--- src/rtl/tessia_cond_pkg.sv ---
// Shared types and constants for the TessiaV1 condition/flag logic.
package tessia_cond_pkg;

  typedef enum logic [3:0] {
    EQ = 4'h0, NE = 4'h1, CS = 4'h2, CC = 4'h3,
    MI = 4'h4, PL = 4'h5, VS = 4'h6, VC = 4'h7,
    HI = 4'h8, LS = 4'h9, GE = 4'hA, LT = 4'hB,
    GT = 4'hC, LE = 4'hD, AL = 4'hE, NV = 4'hF
  } cond_e;

  localparam int FLAG_N = 3;
  localparam int FLAG_Z = 2;
  localparam int FLAG_C = 1;
  localparam int FLAG_V = 0;

  typedef logic [3:0] nzcv_t;

endpackage

--- src/rtl/cond_eval.sv ---
// Combinational evaluation of a 4-bit condition code against NZCV flags.
module cond_eval
  import tessia_cond_pkg::*;
(
  input  logic [3:0] cond,
  input  nzcv_t      flags,
  output logic       pass
);

  logic n, z, c, v;

  assign n = flags[FLAG_N];
  assign z = flags[FLAG_Z];
  assign c = flags[FLAG_C];
  assign v = flags[FLAG_V];

  always_comb begin
    pass = 1'b0;
    case (cond_e'(cond))
      EQ: pass = z;
      NE: pass = !z;
      CS: pass = c;
      CC: pass = !c;
      MI: pass = n;
      PL: pass = !n;
      VS: pass = v;
      VC: pass = !v;
      HI: pass = c && !z;
      LS: pass = !c || z;
      GE: pass = (n == v);
      LT: pass = (n != v);
      GT: pass = !z && (n == v);
      LE: pass = z || (n != v);
      AL: pass = 1'b1;
      NV: pass = 1'b0;
    endcase
  end

endmodule

--- src/rtl/cond_flag_unit.sv ---
// Flag consumer: NZCV register, in-flight flag-setter tracking, condition stall and evaluation.
module cond_flag_unit
  import tessia_cond_pkg::*;
#(
  parameter int MAX_PEND = 2,
  parameter bit FWD      = 1'b1
) (
  input  logic                            clk,
  input  logic                            rst_n,
  input  logic                            flag_issue,
  input  logic                            flags_valid,
  input  logic [3:0]                      alu_flags,
  input  logic                            cond_req,
  input  logic [3:0]                      cond,
  output logic                            stall,
  output logic                            cond_valid,
  output logic                            cond_pass,
  output logic [3:0]                      nzcv,
  output logic [$clog2(MAX_PEND+1)-1:0]   pend_cnt,
  output logic                            proto_err
);

  localparam int             PW       = $clog2(MAX_PEND + 1);
  localparam logic [PW-1:0]  PEND_MAX = PW'(MAX_PEND);

  logic          at_zero, at_max;
  logic          retire, issue_ok;
  logic [PW-1:0] pend_eff;
  nzcv_t         eff_flags;
  logic          uncond, accept, eval_pass;

  assign at_zero  = (pend_cnt == '0);
  assign at_max   = (pend_cnt == PEND_MAX);
  assign retire   = flags_valid && !at_zero;
  // A retiring writeback frees a slot, so an issue at the limit is legal in that cycle.
  assign issue_ok = flag_issue && (!at_max || retire);

  // Same-cycle issue is younger than any request this cycle, so only the retire is counted.
  assign pend_eff  = pend_cnt - PW'(retire);
  assign eff_flags = (FWD && flags_valid) ? alu_flags : nzcv;
  assign uncond    = (cond_e'(cond) == AL) || (cond_e'(cond) == NV);
  assign stall     = cond_req && !uncond && ((pend_eff != '0) || (!FWD && flags_valid));
  assign accept    = cond_req && !stall;

  cond_eval u_eval (
    .cond  (cond),
    .flags (eff_flags),
    .pass  (eval_pass)
  );

  always_ff @(posedge clk or negedge rst_n) begin
    if (!rst_n) begin
      nzcv       <= '0;
      pend_cnt   <= '0;
      proto_err  <= 1'b0;
      cond_valid <= 1'b0;
      cond_pass  <= 1'b0;
    end else begin
      if (flags_valid)
        nzcv <= alu_flags;
      case ({issue_ok, retire})
        2'b10:   pend_cnt <= pend_cnt + PW'(1);
        2'b01:   pend_cnt <= pend_cnt - PW'(1);
        default: pend_cnt <= pend_cnt;
      endcase
      if ((flags_valid && at_zero) || (flag_issue && at_max && !retire))
        proto_err <= 1'b1;
      cond_valid <= accept;
      if (accept)
        cond_pass <= eval_pass;
    end
  end

endmodule
--- config.mk ---
export PLATFORM = sky130hd
export DESIGN_NAME = cond_flag_unit
export DESIGN_NICKNAME = d
export VERILOG_FILES = /design/src/rtl/tessia_cond_pkg.sv /design/src/rtl/cond_eval.sv /design/src/rtl/cond_flag_unit.sv
export SDC_FILE = /design/constraint.sdc
export NUM_CORES = 1
export LEC_CHECK = 0
export CORE_AREA = 5 5 42 44
export DETAILED_ROUTE_END_ITERATION = 6
export DIE_AREA = 0 0 47 49
export DONT_BUFFER_PORTS = 1
export PLACE_DENSITY = 0.58
export SLEW_MARGIN = 20
export SYNTH_ARGS = -nofsm -noshare
export SYNTH_HDL_FRONTEND = slang
export SYNTH_SLANG_ARGS = --single-unit
--- constraint.sdc ---
create_clock -name clk -period 3.34 [get_ports clk]
set_input_delay 0.501 -clock clk [delete_from_list [all_inputs] [get_ports clk]]
set_output_delay 0.501 -clock clk [all_outputs]
set_load 0.02 [all_outputs]
* Yosys cells after proc, flatten, opt, wreduce, memory -nomap -nowiden
Cells that the tools add are included.
Word-level totals: output and inout bits 10, register bits after elaboration 9, logic and storage cells 59, bits of input ports 13
Operators by class: equal/unequal tests 20, mux-type cells 3, reduce and logical (&&, ||, !) cells 28, add/sub/neg operators 3
Operator list (number):
- $eq 4x4->1 const B | 8
- $eq 4x3->1 const B | 4
- $pmux 1 s16 | 1
- $logic_and 1x1->1 | 10
- $logic_not 1->1 | 9
- $eq 4x2->1 const B | 2
- $logic_or 1x1->1 | 5
- $eq 2x2->1 const B | 2
- $eq 4x1->1 const B | 1
- $logic_not 4->1 | 1
- $mux 4 | 1
- $pmux 2 s2 | 1
- $reduce_bool 2->1 | 2
- $add 2x1->2 const B | 1
- $eq 2x1->1 const B | 1
- $logic_not 2->1 | 1
- $sub 2x1->2 | 1
- $sub 2x1->2 const B | 1
- $eq 1x1->1 | 1
- $ne 1x1->1 | 1

* Depth between registers and ports, before layout
Gate-level depths: netlist (run 1).
word-level depth 8, gate-level depth with buffers 6, mapped depth without buffers 5

* Cells and area by module
A second synthesis (run 1) with hierarchy kept.
Unflattened totals: cells, all modules 57, area total of the unflattened synthesis 579.3 um2
Modules (own cells, without submodules):
- cond_flag_unit | area an instance 424.2 um2, instances 1, cells each 34
- cond_eval | area an instance 155.1 um2, instances 1, cells each 23

* Worst setup path after synthesis (run 1)
No wires, ideal clock.
path kind input -> register, from in flags_valid, to reg cond_pass, setup slack 1.681 ns, library setup time 0.082 ns, arrival 1.577 ns, path buffers 0, required time 3.258 ns, stages 4, path through mux2_4 -> or4_1 -> and3_1 -> a31oi_1
Between the ends: cells in the longest elaborated chain, start to end 6, elaborated cells between the ends (all ways) 18, classes of those cells add/sub: 1; eq/ne: 2; mux: 2; reduce/logical: 13
RTL lines:
- start: declaration | RTL line cond_flag_unit.sv:11 | input logic flags_valid,
- $logic_and 1x1->1 | RTL line cond_flag_unit.sv:34 | assign retire = flags_valid && !at_zero;
- $sub 2x1->2 | RTL line cond_flag_unit.sv:39 | assign pend_eff = pend_cnt - PW'(retire);
- $reduce_bool 2->1 | RTL line cond_flag_unit.sv:42 | assign stall = cond_req && !uncond && ((pend_eff != '0) || (!FWD && flags_valid));
- $logic_and 1x1->1 | RTL line cond_flag_unit.sv:42
- $logic_not 1->1 | RTL line cond_flag_unit.sv:43 | assign accept = cond_req && !stall;
- $logic_and 1x1->1 | RTL line cond_flag_unit.sv:43
- end signal: assignment | RTL line cond_flag_unit.sv:70 | cond_pass <= eval_pass;
- end: declaration | RTL line cond_flag_unit.sv:17 | output logic cond_pass,
Parallel ways exist; a longest one is shown, timed or not. A chain may end at the register's enable or synchronous reset.

* Worst setup path in the final report (run 1)
from reg pend_cnt[0], to out stall
Between the ends: cells in the longest elaborated chain, start to end 6
RTL lines:
- start: declaration | RTL line cond_flag_unit.sv:19 | output logic [$clog2(MAX_PEND+1)-1:0] pend_cnt,
- start signal: assignment | RTL line cond_flag_unit.sv:62 | 2'b10: pend_cnt <= pend_cnt + PW'(1);
- start signal: assignment | RTL line cond_flag_unit.sv:63 | 2'b01: pend_cnt <= pend_cnt - PW'(1);
- start signal: assignment | RTL line cond_flag_unit.sv:64 | default: pend_cnt <= pend_cnt;
- $logic_not 2->1 | RTL line cond_flag_unit.sv:32 | assign at_zero = (pend_cnt == '0);
- $logic_not 1->1 | RTL line cond_flag_unit.sv:34
- $logic_and 1x1->1 | RTL line cond_flag_unit.sv:34
- $sub 2x1->2 * | RTL line cond_flag_unit.sv:39
- $reduce_bool 2->1 * | RTL line cond_flag_unit.sv:42
- $logic_and 1x1->1 * | RTL line cond_flag_unit.sv:42
- end: declaration | RTL line cond_flag_unit.sv:15 | output logic stall,
Mark *: on every way between the ends. The rest lies on a longest branch, timed or not.

==> impl_metrics.env, run 1 <==
export IMPL_clkTransAtPathRegs_ns=0.07
export IMPL_portBuffers=0
export IMPL_layout_min_cycle_time_ns=1.93
export IMPL_min_period_over_period_pct=57.7
export IMPL_slew_violations=0
export IMPL_synth_most_common_cell="nor2_1"
export IMPL_drc=0
export IMPL_core_area_um2=1400
export IMPL_nets=88
export IMPL_min_to="nzcv[0]$_DFF_PN0_"
export IMPL_p_seq_share_pct=53.1
export IMPL_cp_slowest_cell="dfrtp_1"
export IMPL_postCtsHoldBufs=1
export IMPL_path_buf_inv=0
export IMPL_leakagePower_nw=0.268
export IMPL_p_switching_w=0.000149
export IMPL_ys_ff_latch=9
export IMPL_synth_xor_area_share_pct=4.15
export IMPL_hp_start="alu_flags[0]"
export IMPL_antenna_cells=0
export IMPL_gp_congestion=0.825
export IMPL_hold_viol=0
export IMPL_ant_nets=0
export IMPL_r2r_end="cond_pass$_DFFE_PN0P_"
export IMPL_clock_skew_final_ns=0.00502
export IMPL_p_clk_share_pct=23.5
export IMPL_finalSetupViolations=0
export IMPL_syn_area_per_cell_um2=8.67
export IMPL_fp_dieW_um=47
export IMPL_syn_to_final_growth_pct=4.74
export IMPL_vias_per_cell=5.81
export IMPL_r2r_slack_ns=1.66
export IMPL_fin_cells=90
export IMPL_hold_path_depth=1
export IMPL_r2r_cells=4
export IMPL_clk_path_buf_depth=2
export IMPL_syn_inst=73
export IMPL_design_die_area_um2=2300
export IMPL_cts_tree="done"
export IMPL_htree_levels=1
export IMPL_track_usage_pct=12.4
export IMPL_grt_ovfl_total=0
export IMPL_wl_per_cell_um=14.9
export IMPL_vias=523
export IMPL_clock_root_buffer="clkbuf_4"
export IMPL_path_max_fanout=7
export IMPL_cts_inserted_buffers=3
export IMPL_grt_antenna_before_repair=0
export IMPL_synth_distinct_cells=25
export IMPL_cp_end_kind="primary output"
export IMPL_dp_hpwl_mm=1.02
export IMPL_ys_flop_type="dfrtp_1"
export IMPL_cts_setup_buffers=0
export IMPL_ys_warn_count=0
export IMPL_grt_max_degree=12
export IMPL_finalPower_w=0.000376
export IMPL_p_int_w=0.000227
export IMPL_vdd_drop_max_mv=0.169
export IMPL_ys_top_cells_by_area="dfrtp_1 (36%), mux2i_1 (9.5%), nor2b_1 (6.9%)"
export IMPL_muxShareOfSynthArea_pct=15.4
export IMPL_dr_pass1_iters=4
export IMPL_critPathRequiredTime_ns=2.84
export IMPL_fmax_ghz=0.519
export IMPL_setup_tns_ns=0
export IMPL_clk_latency_ns=0.27
export IMPL_drt_iter0_markers=15
export IMPL_status="finished, final reports clean"
export IMPL_hp_class="in -> reg"
export IMPL_drt_total_wl_mm=1.34
export IMPL_pwr_share_comb_pct=23.4
export IMPL_path_class="reg -> out"
export IMPL_synth_top_area_share_pct=35.6
export IMPL_syn_nets=86
export IMPL_synth_compound_area_share_pct=12.6
export IMPL_cp_arrival_ns=1.43
export IMPL_initial_core_util_pct=45.2
export IMPL_switching_share_pct=39.7
export IMPL_cts_resized=0
export IMPL_dp_cells=85
export IMPL_row_count=14
export IMPL_worstMarginPinSlew_ns=0.433
export IMPL_async_flop_share_pct=100
export IMPL_synthAdderAreaFrac_pct=0
export IMPL_synth_top_family_by_area="simple AND/OR/NAND/NOR gates"
export IMPL_synth_top_cells_by_count="nor2_1 (10), dfrtp_1 (9), nor2b_1 (7)"
export IMPL_maxCapViolCount=0
export IMPL_synth_top_area_cell="dfrtp_1"
export IMPL_rsz0062_at_grt="no"
export IMPL_regToRegStartpoint="nzcv[2]$_DFF_PN0_"
export IMPL_max_stage_delay_ns=0.55
export IMPL_fp_dieH_um=49
export IMPL_slew_headroom_pct=71.0
export IMPL_ios=23
export IMPL_yosys_area_share_simple_pct=26.3
export IMPL_clock_sinks=9
export IMPL_first_global_vias=456
export IMPL_powerDensity_nw_per_um2=567
export IMPL_synth_edf_count=0
export IMPL_drive_gt1_share_pct=8.11
export IMPL_cp_cell_sequence="nor2b_1 -> o21ai_0 -> nor2_1"
export IMPL_syn_cell_area_um2=633
export IMPL_start_kind="flip-flop"
export IMPL_grt_first_pass_wirelength_mm=2.10
export IMPL_crit_family="flip-flops"
export IMPL_ys_seq_area_share_pct=35.6
-- power by group through the flow --
stage                     registers (W)  logic [W]  clock network, W
after global routing           0.000207  0.0000998         0.0000959
after detailed placement       0.000204  0.0000853                 0
after floorplan                0.000194  0.0000824                 0
after CTS                      0.000202  0.0000885         0.0000918
after global placement         0.000202  0.0000848                 0
final                          0.000200  0.0000879         0.0000883
-- registers in the layout, summed over array words and instances (netlist names) --
name        cells
proto_err       1
pend_cnt        2
cond_pass       1
cond_valid      1
nzcv            4
-- cells by family (layout without fill, tap and decap cells) --
| logic type | after synthesis | in the layout |
|---|---|---|
| muxes | 9 | 9 |
| AOI/OAI and AO/OA | 12 | 12 |
| DFF | 9 | 9 |
| and+or+nand+nor | 33 | 33 |
| xor gates and xnor gates | 3 | 3 |
| buffers and inverters | 7 | 8 |
-- worst max path at each step --
stage | start | end | slack, ns | cells after the start
after global placement | flags_valid | cond_pass$_DFFE_PN0P_ | 1.66 | 4
final | pend_cnt[0]$_DFFE_PN0P_ | stall | 1.41 | 3
after detailed placement | flags_valid | cond_pass$_DFFE_PN0P_ | 1.65 | 4
after floorplan | flags_valid | cond_pass$_DFFE_PN0P_ | 1.68 | 4
after global routing | pend_cnt[0]$_DFFE_PN0P_ | stall | 1.28 | 3
after CTS | pend_cnt[0]$_DFFE_PN0P_ | stall | 1.38 | 3
-- area by class of cell --
class / instances / area (um2)
Multi-Input combinational cell: 57 / 370
Tap cell: 16 / 20.0
Fill cell: 143 / 738
Inverter: 3 / 11.3
Timing Repair Buffer: 1 / 10.0
Clock buffer: 4 / 26.3
Sequential cell: 9 / 225
-- layer usage --
metal	GRT usage, %	vias to the layer above	share of wire, %
met1	16.2	235	43
li1	-	259	-
met5	0	-	0
met3	6.27	4	11
met4	6.91	0	1.9
met2	16.1	25	44
-- through the flow --
stage	util [%]	setup slack, ns	cell area, um2	hold slack, ns
after floorplan	-	1.68	633	0.205
after detailed placement	44.7	1.65	627	0.206
after global placement	44.7	1.66	627	0.206
after global routing	47.3	1.28	663	0.416
final	47.3	1.41	663	0.420
after CTS	47.3	1.38	663	0.415
-- layout by cell type (no fill, tap or decap) --
master         synthesis  routed
nor3_1                 2       2
o21ai_0                5       5
or4_1                  1       1
nand3b_1               2       2
a211oi_1               1       1
dlygate4sd3_1          0       1
xnor2_1                3       3
and2_1                 1       1
o211ai_1               2       2
nand2_1                4       4
clkbuf_4               0       3
a31oi_1                1       1
nor2b_1                7       7
mux2_2                 2       2
nand3_1                5       5
o21bai_1               1       1
inv_1                  3       3
dfrtp_1                9       9
nor2_1                10      10
a41o_1                 1       1
clkbuf_1               2       1
o311ai_0               1       1
and3_1                 1       1
mux2_4                 1       1
mux2i_1                6       6
Power figures use the tool's default switching activity.
==> run 2, diff against run 1 <==
--- a/config.mk
+++ b/config.mk
@@ -9,7 +9,7 @@
 export DETAILED_ROUTE_END_ITERATION = 6
 export DIE_AREA = 0 0 47 49
 export DONT_BUFFER_PORTS = 1
-export PLACE_DENSITY = 0.58
+export PLACE_DENSITY = 0.61
 export SLEW_MARGIN = 20
 export SYNTH_ARGS = -nofsm -noshare
 export SYNTH_HDL_FRONTEND = slang
==> constraint.sdc (replaced) <==
create_clock -name clk -period 1.7 [get_ports clk]
set_input_delay 0.255 -clock clk [delete_from_list [all_inputs] [get_ports clk]]
set_output_delay 0.255 -clock clk [all_outputs]
set_load 0.02 [all_outputs]
==> run 2 against run 1 <==
Net effect:
- clock power rose by 89%
- critical path depth is 1 higher
- cell area rose by 6.8%
- clock skew shrank 0.0026 ns
- via count rose by 2.3%
- wire length rose by 8.5%
- largest power group unchanged
==> impl_metrics.env, run 2 (synthesis gave the netlist of run 1 again) <==
export IMPL_hold_viol=0
export IMPL_vias_per_cell=5.57
export IMPL_cp_arrival_ns=1.75
export IMPL_finalSetupViolations=0
export IMPL_vias=535
export IMPL_grt_ovfl_total=0
export IMPL_wl_per_cell_um=15.1
export IMPL_clock_sinks=9
export IMPL_rsz0062_at_grt="no"
export IMPL_fp_dieH_um=49
export IMPL_ios=23
export IMPL_htree_levels=1
export IMPL_fp_dieW_um=47
export IMPL_vdd_drop_max_mv=0.582
export IMPL_maxCapViolCount=0
export IMPL_grt_first_pass_wirelength_mm=2.40
export IMPL_layout_min_cycle_time_ns=1.57
export IMPL_dp_hpwl_mm=1.13
export IMPL_row_count=14
export IMPL_cp_slowest_cell="or4_1"
export IMPL_setup_tns_ns=0
export IMPL_hp_class="in -> reg"
export IMPL_cts_setup_buffers=0
export IMPL_drt_total_wl_mm=1.45
export IMPL_core_area_um2=1400
export IMPL_switching_share_pct=38.0
export IMPL_portBuffers=0
export IMPL_cts_resized=0
export IMPL_cts_tree="done"
export IMPL_postCtsHoldBufs=1
export IMPL_status="finished, final reports clean"
export IMPL_cp_cell_sequence="mux2_4 -> or4_1 -> and3_1 -> a31oi_1"
export IMPL_drive_gt1_share_pct=15.0
export IMPL_track_usage_pct=14.2
export IMPL_max_stage_delay_ns=0.49
export IMPL_dp_cells=91
export IMPL_clock_skew_final_ns=0.00238
export IMPL_grt_antenna_before_repair=0
export IMPL_path_max_fanout=5
export IMPL_clock_root_buffer="clkbuf_4"
export IMPL_start_kind="flip-flop"
export IMPL_path_class="reg -> reg"
export IMPL_layout_commonest_cell="nor2_1"
export IMPL_critPathRequiredTime_ns=1.88
export IMPL_largest_reg_flops=4
export IMPL_dr_pass1_iters=4
export IMPL_design_die_area_um2=2300
export IMPL_min_period_over_period_pct=92.2
export IMPL_cts_inserted_buffers=3
export IMPL_worstMarginPinSlew_ns=0.422
export IMPL_pwr_share_comb_pct=38.3
export IMPL_utilization_pct=50.5
export IMPL_powerDensity_nw_per_um2=1110
export IMPL_initial_core_util_pct=45.2
export IMPL_clkTransAtPathRegs_ns=0.06
export IMPL_first_global_vias=559
export IMPL_clk_path_buf_depth=2
export IMPL_slew_violations=0
export IMPL_drc=0
export IMPL_p_seq_share_pct=40.4
export IMPL_crit_family="simple AND/OR/NAND/NOR gates"
export IMPL_leakagePower_nw=0.297
export IMPL_p_clk_share_pct=21.3
export IMPL_gp_congestion=0.757
export IMPL_drt_iter0_markers=11
export IMPL_nets=94
export IMPL_path_buf_inv=0
export IMPL_reg_top3="nzcv x4, pend_cnt x2"
export IMPL_fin_cells=96
export IMPL_p_switching_w=0.000298
export IMPL_top_register="nzcv"
export IMPL_fmax_ghz=0.638
export IMPL_clk_latency_ns=0.26
export IMPL_cp_end_kind="flip-flop"
export IMPL_antenna_cells=0
export IMPL_slew_headroom_pct=71.8
export IMPL_syn_to_final_growth_pct=11.9
export IMPL_grt_max_degree=12
export IMPL_final_cell_mix="nor2_1 (10), dfrtp_1 (9), nor2b_1 (7)"
export IMPL_ant_nets=0
export IMPL_p_int_w=0.000486
[run 2: cell type report]
type / instances / area [um2]
Fill cell: 145 / 693
Multi-Input combinational cell: 57 / 370
Sequential cell: 9 / 225
Timing Repair Buffer: 7 / 55.1
Clock buffer: 4 / 26.3
Tap cell: 16 / 20.0
Inverter: 3 / 11.3
[run 2: power groups by stage]
stage | registers, W | logic, W | clock network, W
4_1_cts | 0.000318 | 0.000304 | 0.000171
5_1_grt | 0.000324 | 0.000331 | 0.000187
3_5_place_dp | 0.000322 | 0.000297 | 0
6_report | 0.000317 | 0.000300 | 0.000167
3_3_place_gp | 0.000318 | 0.000292 | 0
2_1_floorplan | 0.000381 | 0.000162 | 0
[run 2: worst paths after layout]
kind                       cells past startpoint                     to  slack [ns]              start
max                                            4  cond_pass$_DFFE_PN0P_        0.13  nzcv[2]$_DFF_PN0_
min                                            1      nzcv[2]$_DFF_PN0_        0.18       alu_flags[2]
max reg2reg                                    4  cond_pass$_DFFE_PN0P_        0.13  nzcv[2]$_DFF_PN0_
min reg2reg                                    1      nzcv[2]$_DFF_PN0_        0.56  nzcv[2]$_DFF_PN0_
max in group asynchronous                      1      nzcv[0]$_DFF_PN0_        1.04              rst_n
min in group asynchronous                      1  cond_pass$_DFFE_PN0P_        0.37              rst_n
[run 2: per-stage QoR]
stage / setup slack [ns] / hold WS, ns / instance area [um2] / power [W]
2_1_floorplan: 0.0898 / -0.0406 / 633 / 0.000542
3_3_place_gp: 0.180 / -0.0403 / 672 / 0.000610
3_5_place_dp: 0.136 / -0.0402 / 672 / 0.000619
4_1_cts: 0.116 / 0.174 / 708 / 0.000793
5_1_grt: 0.0583 / 0.169 / 708 / 0.000842
6_report: 0.133 / 0.181 / 708 / 0.000784
[run 2: per-layer routing]
| layer | GRT usage [%] | wire (um) | up-vias |
|---|---|---|---|
| met5 | 0 | 0 | - |
| li1 | - | - | 269 |
| met2 | 20.1 | 662 | 21 |
| met3 | 5.54 | 144 | 2 |
| met1 | 18.4 | 631 | 243 |
| met4 | 6.91 | 14 | 0 |
